### src/rtl/cmd_sequencer.sv
// cmd_sequencer: program counter, instruction decode and call stack.
// Runs EXEC/JUMP/JZ/CALL/RET/HALT beats and reports stack and opcode faults.
module cmd_sequencer #(
  parameter int          ADDR_W   = 4,
  parameter int          DEPTH    = 4,
  parameter int unsigned RESET_PC = 0,
  localparam int         INSTR_W  = 4 + ADDR_W,
  localparam int         SP_W     = $clog2(DEPTH + 1)
) (
  input  logic               clk,
  input  logic               rst,
  input  logic               start_i,
  input  logic               clear_i,
  input  logic               cond_i,
  input  logic [INSTR_W-1:0] instr_i,
  input  logic               instr_valid_i,
  output logic               instr_ready_o,
  output logic [ADDR_W-1:0]  pc_o,
  output logic               exec_valid_o,
  output logic [ADDR_W-1:0]  exec_data_o,
  output logic [SP_W-1:0]    sp_o,
  output logic               halted_o,
  output logic               fault_o,
  output logic [1:0]         fault_code_o
);

  // Stack storage is sized to a power of two so the index never
  // needs a range check; only the first DEPTH slots are ever used.
  localparam int IDX_W = (DEPTH > 1) ? $clog2(DEPTH) : 1;

  localparam logic [3:0] OP_EXEC = 4'h0;
  localparam logic [3:0] OP_JUMP = 4'h4;
  localparam logic [3:0] OP_JZ   = 4'h6;
  localparam logic [3:0] OP_CALL = 4'h8;
  localparam logic [3:0] OP_RET  = 4'hC;
  localparam logic [3:0] OP_HALT = 4'hF;

  localparam logic [1:0] FC_NONE  = 2'b00;
  localparam logic [1:0] FC_OVER  = 2'b01;
  localparam logic [1:0] FC_UNDER = 2'b10;
  localparam logic [1:0] FC_ILL   = 2'b11;

  typedef enum logic [1:0] {
    S_IDLE,
    S_RUN,
    S_HALTED,
    S_FAULT
  } state_e;

  state_e              state_q;
  logic [ADDR_W-1:0]   pc_q;
  logic [SP_W-1:0]     sp_q;
  logic                ready_q;
  logic                halted_q;
  logic                fault_q;
  logic [1:0]          fc_q;
  logic                exv_q;
  logic [ADDR_W-1:0]   exd_q;
  logic [ADDR_W-1:0]   stack_q [2**IDX_W];

  logic [3:0]          op;
  logic [ADDR_W-1:0]   operand;
  logic [ADDR_W-1:0]   pc_inc_d;
  logic                full;
  logic                empty;
  logic [IDX_W-1:0]    push_idx;
  logic [IDX_W-1:0]    pop_idx;
  logic                push_en;

  assign op       = instr_i[INSTR_W-1 -: 4];
  assign operand  = instr_i[ADDR_W-1:0];
  assign pc_inc_d = pc_q + ADDR_W'(1);
  assign full     = (sp_q == SP_W'(DEPTH));
  assign empty    = (sp_q == '0);
  assign push_idx = sp_q[IDX_W-1:0];
  assign pop_idx  = push_idx - IDX_W'(1);
  assign push_en  = (state_q == S_RUN) && instr_valid_i
                  && (op == OP_CALL) && !full;

  // Return-address storage; contents are don't-care until pushed.
  always_ff @(posedge clk) begin
    if (push_en) stack_q[push_idx] <= pc_inc_d;
  end

  // Control FSM with pc, stack pointer and all outputs registered.
  always_ff @(posedge clk or posedge rst) begin
    if (rst) begin
      state_q  <= S_IDLE;
      pc_q     <= ADDR_W'(RESET_PC);
      sp_q     <= '0;
      ready_q  <= 1'b0;
      halted_q <= 1'b0;
      fault_q  <= 1'b0;
      fc_q     <= FC_NONE;
      exv_q    <= 1'b0;
      exd_q    <= '0;
    end else begin
      exv_q <= 1'b0;
      unique case (state_q)
        S_IDLE: begin
          if (start_i) begin
            state_q <= S_RUN;
            ready_q <= 1'b1;
          end
        end
        S_RUN: begin
          if (instr_valid_i) begin
            case (op)
              OP_EXEC: begin
                exv_q <= 1'b1;
                exd_q <= operand;
                pc_q  <= pc_inc_d;
              end
              OP_JUMP: pc_q <= operand;
              OP_JZ:   pc_q <= cond_i ? pc_inc_d : operand;
              OP_CALL: begin
                if (full) begin
                  state_q <= S_FAULT;
                  ready_q <= 1'b0;
                  fault_q <= 1'b1;
                  fc_q    <= FC_OVER;
                end else begin
                  pc_q <= operand;
                  sp_q <= sp_q + SP_W'(1);
                end
              end
              OP_RET: begin
                if (empty) begin
                  state_q <= S_FAULT;
                  ready_q <= 1'b0;
                  fault_q <= 1'b1;
                  fc_q    <= FC_UNDER;
                end else begin
                  pc_q <= stack_q[pop_idx];
                  sp_q <= sp_q - SP_W'(1);
                end
              end
              OP_HALT: begin
                state_q  <= S_HALTED;
                ready_q  <= 1'b0;
                halted_q <= 1'b1;
              end
              default: begin
                state_q <= S_FAULT;
                ready_q <= 1'b0;
                fault_q <= 1'b1;
                fc_q    <= FC_ILL;
              end
            endcase
          end
        end
        S_HALTED, S_FAULT: begin
          if (clear_i) begin
            state_q  <= S_IDLE;
            pc_q     <= ADDR_W'(RESET_PC);
            sp_q     <= '0;
            halted_q <= 1'b0;
            fault_q  <= 1'b0;
            fc_q     <= FC_NONE;
          end
        end
        default: state_q <= S_IDLE;
      endcase
    end
  end

  assign instr_ready_o = ready_q;
  assign pc_o          = pc_q;
  assign exec_valid_o  = exv_q;
  assign exec_data_o   = exd_q;
  assign sp_o          = sp_q;
  assign halted_o      = halted_q;
  assign fault_o       = fault_q;
  assign fault_code_o  = fc_q;

endmodule

### config.mk
export PLATFORM = sky130hd
export DESIGN_NAME = cmd_sequencer
export DESIGN_NICKNAME = d
export VERILOG_FILES = /design/src/rtl/cmd_sequencer.sv
export SDC_FILE = /design/constraint.sdc
export NUM_CORES = 1
export LEC_CHECK = 0
export CORE_UTILIZATION = 52
export CTS_BUF_LIST = sky130_fd_sc_hd__clkbuf_16
export DETAILED_ROUTE_END_ITERATION = 8
export GPL_ROUTABILITY_DRIVEN = 0
export PLACE_DENSITY = 0.79
export SYNTH_ARGS = -nofsm -noshare
export SYNTH_HDL_FRONTEND = slang
export SYNTH_SLANG_ARGS = --single-unit
export TNS_END_PERCENT = 1
### constraint.sdc
create_clock -name clk -period 3.02 [get_ports clk]
set_clock_uncertainty 0.05 [all_clocks]
set_input_delay 0.755 -clock clk [delete_from_list [all_inputs] [get_ports clk]]
set_output_delay 0.755 -clock clk [all_outputs]
set_load 0.005 [all_outputs]
==> reports/qor.yml <==
outcome:
  outcome: "complete, no violations"
layout:
  drive_above_1_share: 0.1337
  antenna_cells: 0
  seq_area_um2: 955.9
  fill_cells: 209
  area_delta_synth_final_pct: 28.19
  nets: 206
  final_common_cell: "clkdlybuf4s50_1"
  fin_cells: 231
  multi_input_area_um2: 733.2
  final_cell_mix: "30 x clkdlybuf4s50_1, 19 x dfrtp_1, 18 x nand2_1"
synthesis:
  synth_edf_count: 16
  yosys.area_share.simple: 0.1360
  ys_seq_area_frac: 0.5411
  synth_area_per_cell_um2: 11.78
  synth_xor_area_frac: 0.02479
  yosys-mux-area-fraction: 0.08853
  syn_nets: 170
  synth_fa_ha_area_frac: 0.04249
  syn_area_mm2: 0.001767
  synthDistinctLibCells: 40
  synthFlopType: "dfrtp_1"
  ys_seq_elements: 35
  synth-compound-area-share: 0.1232
  synth_top_family_by_area: "simple AND/OR/NAND/NOR gates"
  async_flop_share: 0.5429
  synthCells: 150
  yosys_warnings: 0
die:
  placementRows: 20
  ioPinCount: 31
  die_y_um: 60.29
  floorplan.die_area_mm2: 0.003634
  start_util: 0.5648
  dieWidth_um: 60.29
  core_area_mm2: 0.003128
timing:
  slew-limit-headroom: 0.5108
  drv_slew: 0
  fmax_ghz: 0.3827
  hold_violations: 0
  rsz0062_at_grt: "no"
  min_period_over_period: 0.8652
  finalCriticalPeriod_ps: 2613
  finalSetupViolCount: 0
  tns_ps: 0
  whs_ps: 434.4
  tightest_slew_ps: 732.9
detailed_routing:
  wl_per_cell_um: 16.35
  dr.pass1.iters: 4
  drt-total-wl_mm: 3.776
  drtAntennaViolNets: 0
  drc: 0
  drtIter0Drc: 59
  viasPerCell: 5.736
  num_vias: 1325
critical_path:
  regToRegEndpoint: "pc_o[3]"
  r2r_cells: 8
  path_class: "primary input to flip-flop"
  reg2reg_slack_ps: 670
  critPathLaunch: "instr_i[6]"
  cp_data_arrival_time_ps: 2720
  path_max_fanout: 9
  critPathLaunchType: "primary input"
  cp-end-kind: "flip-flop"
  cp.required_ps: 3130
  worstReg2RegStart: "sp_o[0]"
global_routing:
  gr-total-overflow: 0
  antenna_found_initial: 0
  grt_max_degree: 20
  grt_usage: 0.2355
  grt_pass1_wl_mm: 5.906
  grt_pass1_vias: 1314
hold_path:
  hp-class: "flip-flop to flip-flop"
  worstHoldStart: "halted_o"
  holdPathEnd: "halted_o"
  holdPathStages: 1
clock_network:
  clockBufferDepth: 2
  cts_resized: 0
  numCtsBuffers: 5
  cts_htree_levels: 2
  clk_latency_ps: 280
  cts_hold_buf: 0
  clkTransAtPathRegs_ps: 50
  post_cts_buffers: 0
  root_buffer: "clkbuf_16"
  cts.sinks: 35
  cts_tree: "yes"
job:
  cap_violations: 0
place:
  dp_hpwl_mm: 2.783
  numPlacedInstances: 223
  port_buffers: 30
pwr:
  irDropWorstVdd_mv: 0.5505
  power_density_mw_per_mm2: 810.3
  leakage_nw: 0.9092
-- cell usage after synthesis (4+ instances only) --
master / instances / share of area
ha_1: 6 / 0.042
dfrtp_1: 19 / 0.27
inv_1: 10 / 0.021
nor2_1: 5 / 0.011
mux4_2: 4 / 0.051
mux2_2: 5 / 0.032
a21oi_1: 9 / 0.025
nand2_1: 18 / 0.038
edfxtp_1: 16 / 0.27
and2_1: 5 / 0.018
nand3_1: 4 / 0.011
-- report_power, final --
group	switching [mW]	leakage, nW	internal [mW]
Sequential	0.111	0.387	0.642
Clock	0.181	0.0724	0.297
Combinational	0.269	0.450	0.335
-- state kept, by name, summed over array words and instances (netlist names) --
| name | flops |
|---|---|
| stack_q | 16 |
| exec_data_o | 4 |
| pc_o | 4 |
| sp_o | 3 |
| fault_code_o | 2 |
| state_q | 2 |
| exec_valid_o | 1 |
| fault_o | 1 |
| halted_o | 1 |
| instr_ready_o | 1 |
-- metrics by stage --
stage	instance area (um2)	setup slack (ps)	power (mW)	util
after floorplan	1767	507.4	1.067	-
after global placement	2127	238.4	1.335	0.6800
after detailed placement	2127	159.4	1.360	0.6800
after CTS	2265	426.8	1.841	0.7240
after global routing	2265	269.5	1.928	0.7240
final	2265	407.0	1.835	0.7240
-- worst max path at each step --
stage | to | depth (start not counted) | slack, ps
floorplan | sp_o[2] | 9 | 510
global placement | sp_o[2] | 9 | 240
detailed placement | pc_o[3] | 7 | 160
CTS | pc_o[3] | 7 | 430
global route | pc_o[3] | 7 | 270
finish | pc_o[3] | 7 | 410
-- final cells by class --
cell class,count,area share
clock buffer,5,0.05525
clock inverter,3,0.005525
inverter,10,0.01657
multi-input combinational,98,0.3238
sequential,35,0.4221
tap,44,0.02431
timing repair buffer,36,0.1525
-- worst max-delay path: stages --
cell and delay, ps:
clkdlybuf4s50_1 670, nand2b_1 220, a221oi_2 470, nor2b_1 220
buf_4 170, nand3b_1 110, o21ai_0 90
-- metal layers --
| layer | up-vias | global-route usage | part of all wire |
|---|---|---|---|
| met5 | - | 0 | 0 |
| met4 | 0 | 0.1628 | 0.029 |
| met3 | 11 | 0.05411 | 0.058 |
| met2 | 65 | 0.3626 | 0.50 |
| met1 | 630 | 0.2916 | 0.42 |
| li1 | 619 | - | - |
-- kinds of logic (layout without fill, tap and decap cells) --
family / Yosys count / count (layout)
flops: 35 / 35
mux: 10 / 10
compound gates: 30 / 30
fa+ha+maj: 6 / 6
xor+xnor: 5 / 5
simple gates: 47 / 47
buf+inv: 17 / 54
Note: power is estimated with default switching activity, not from simulation.
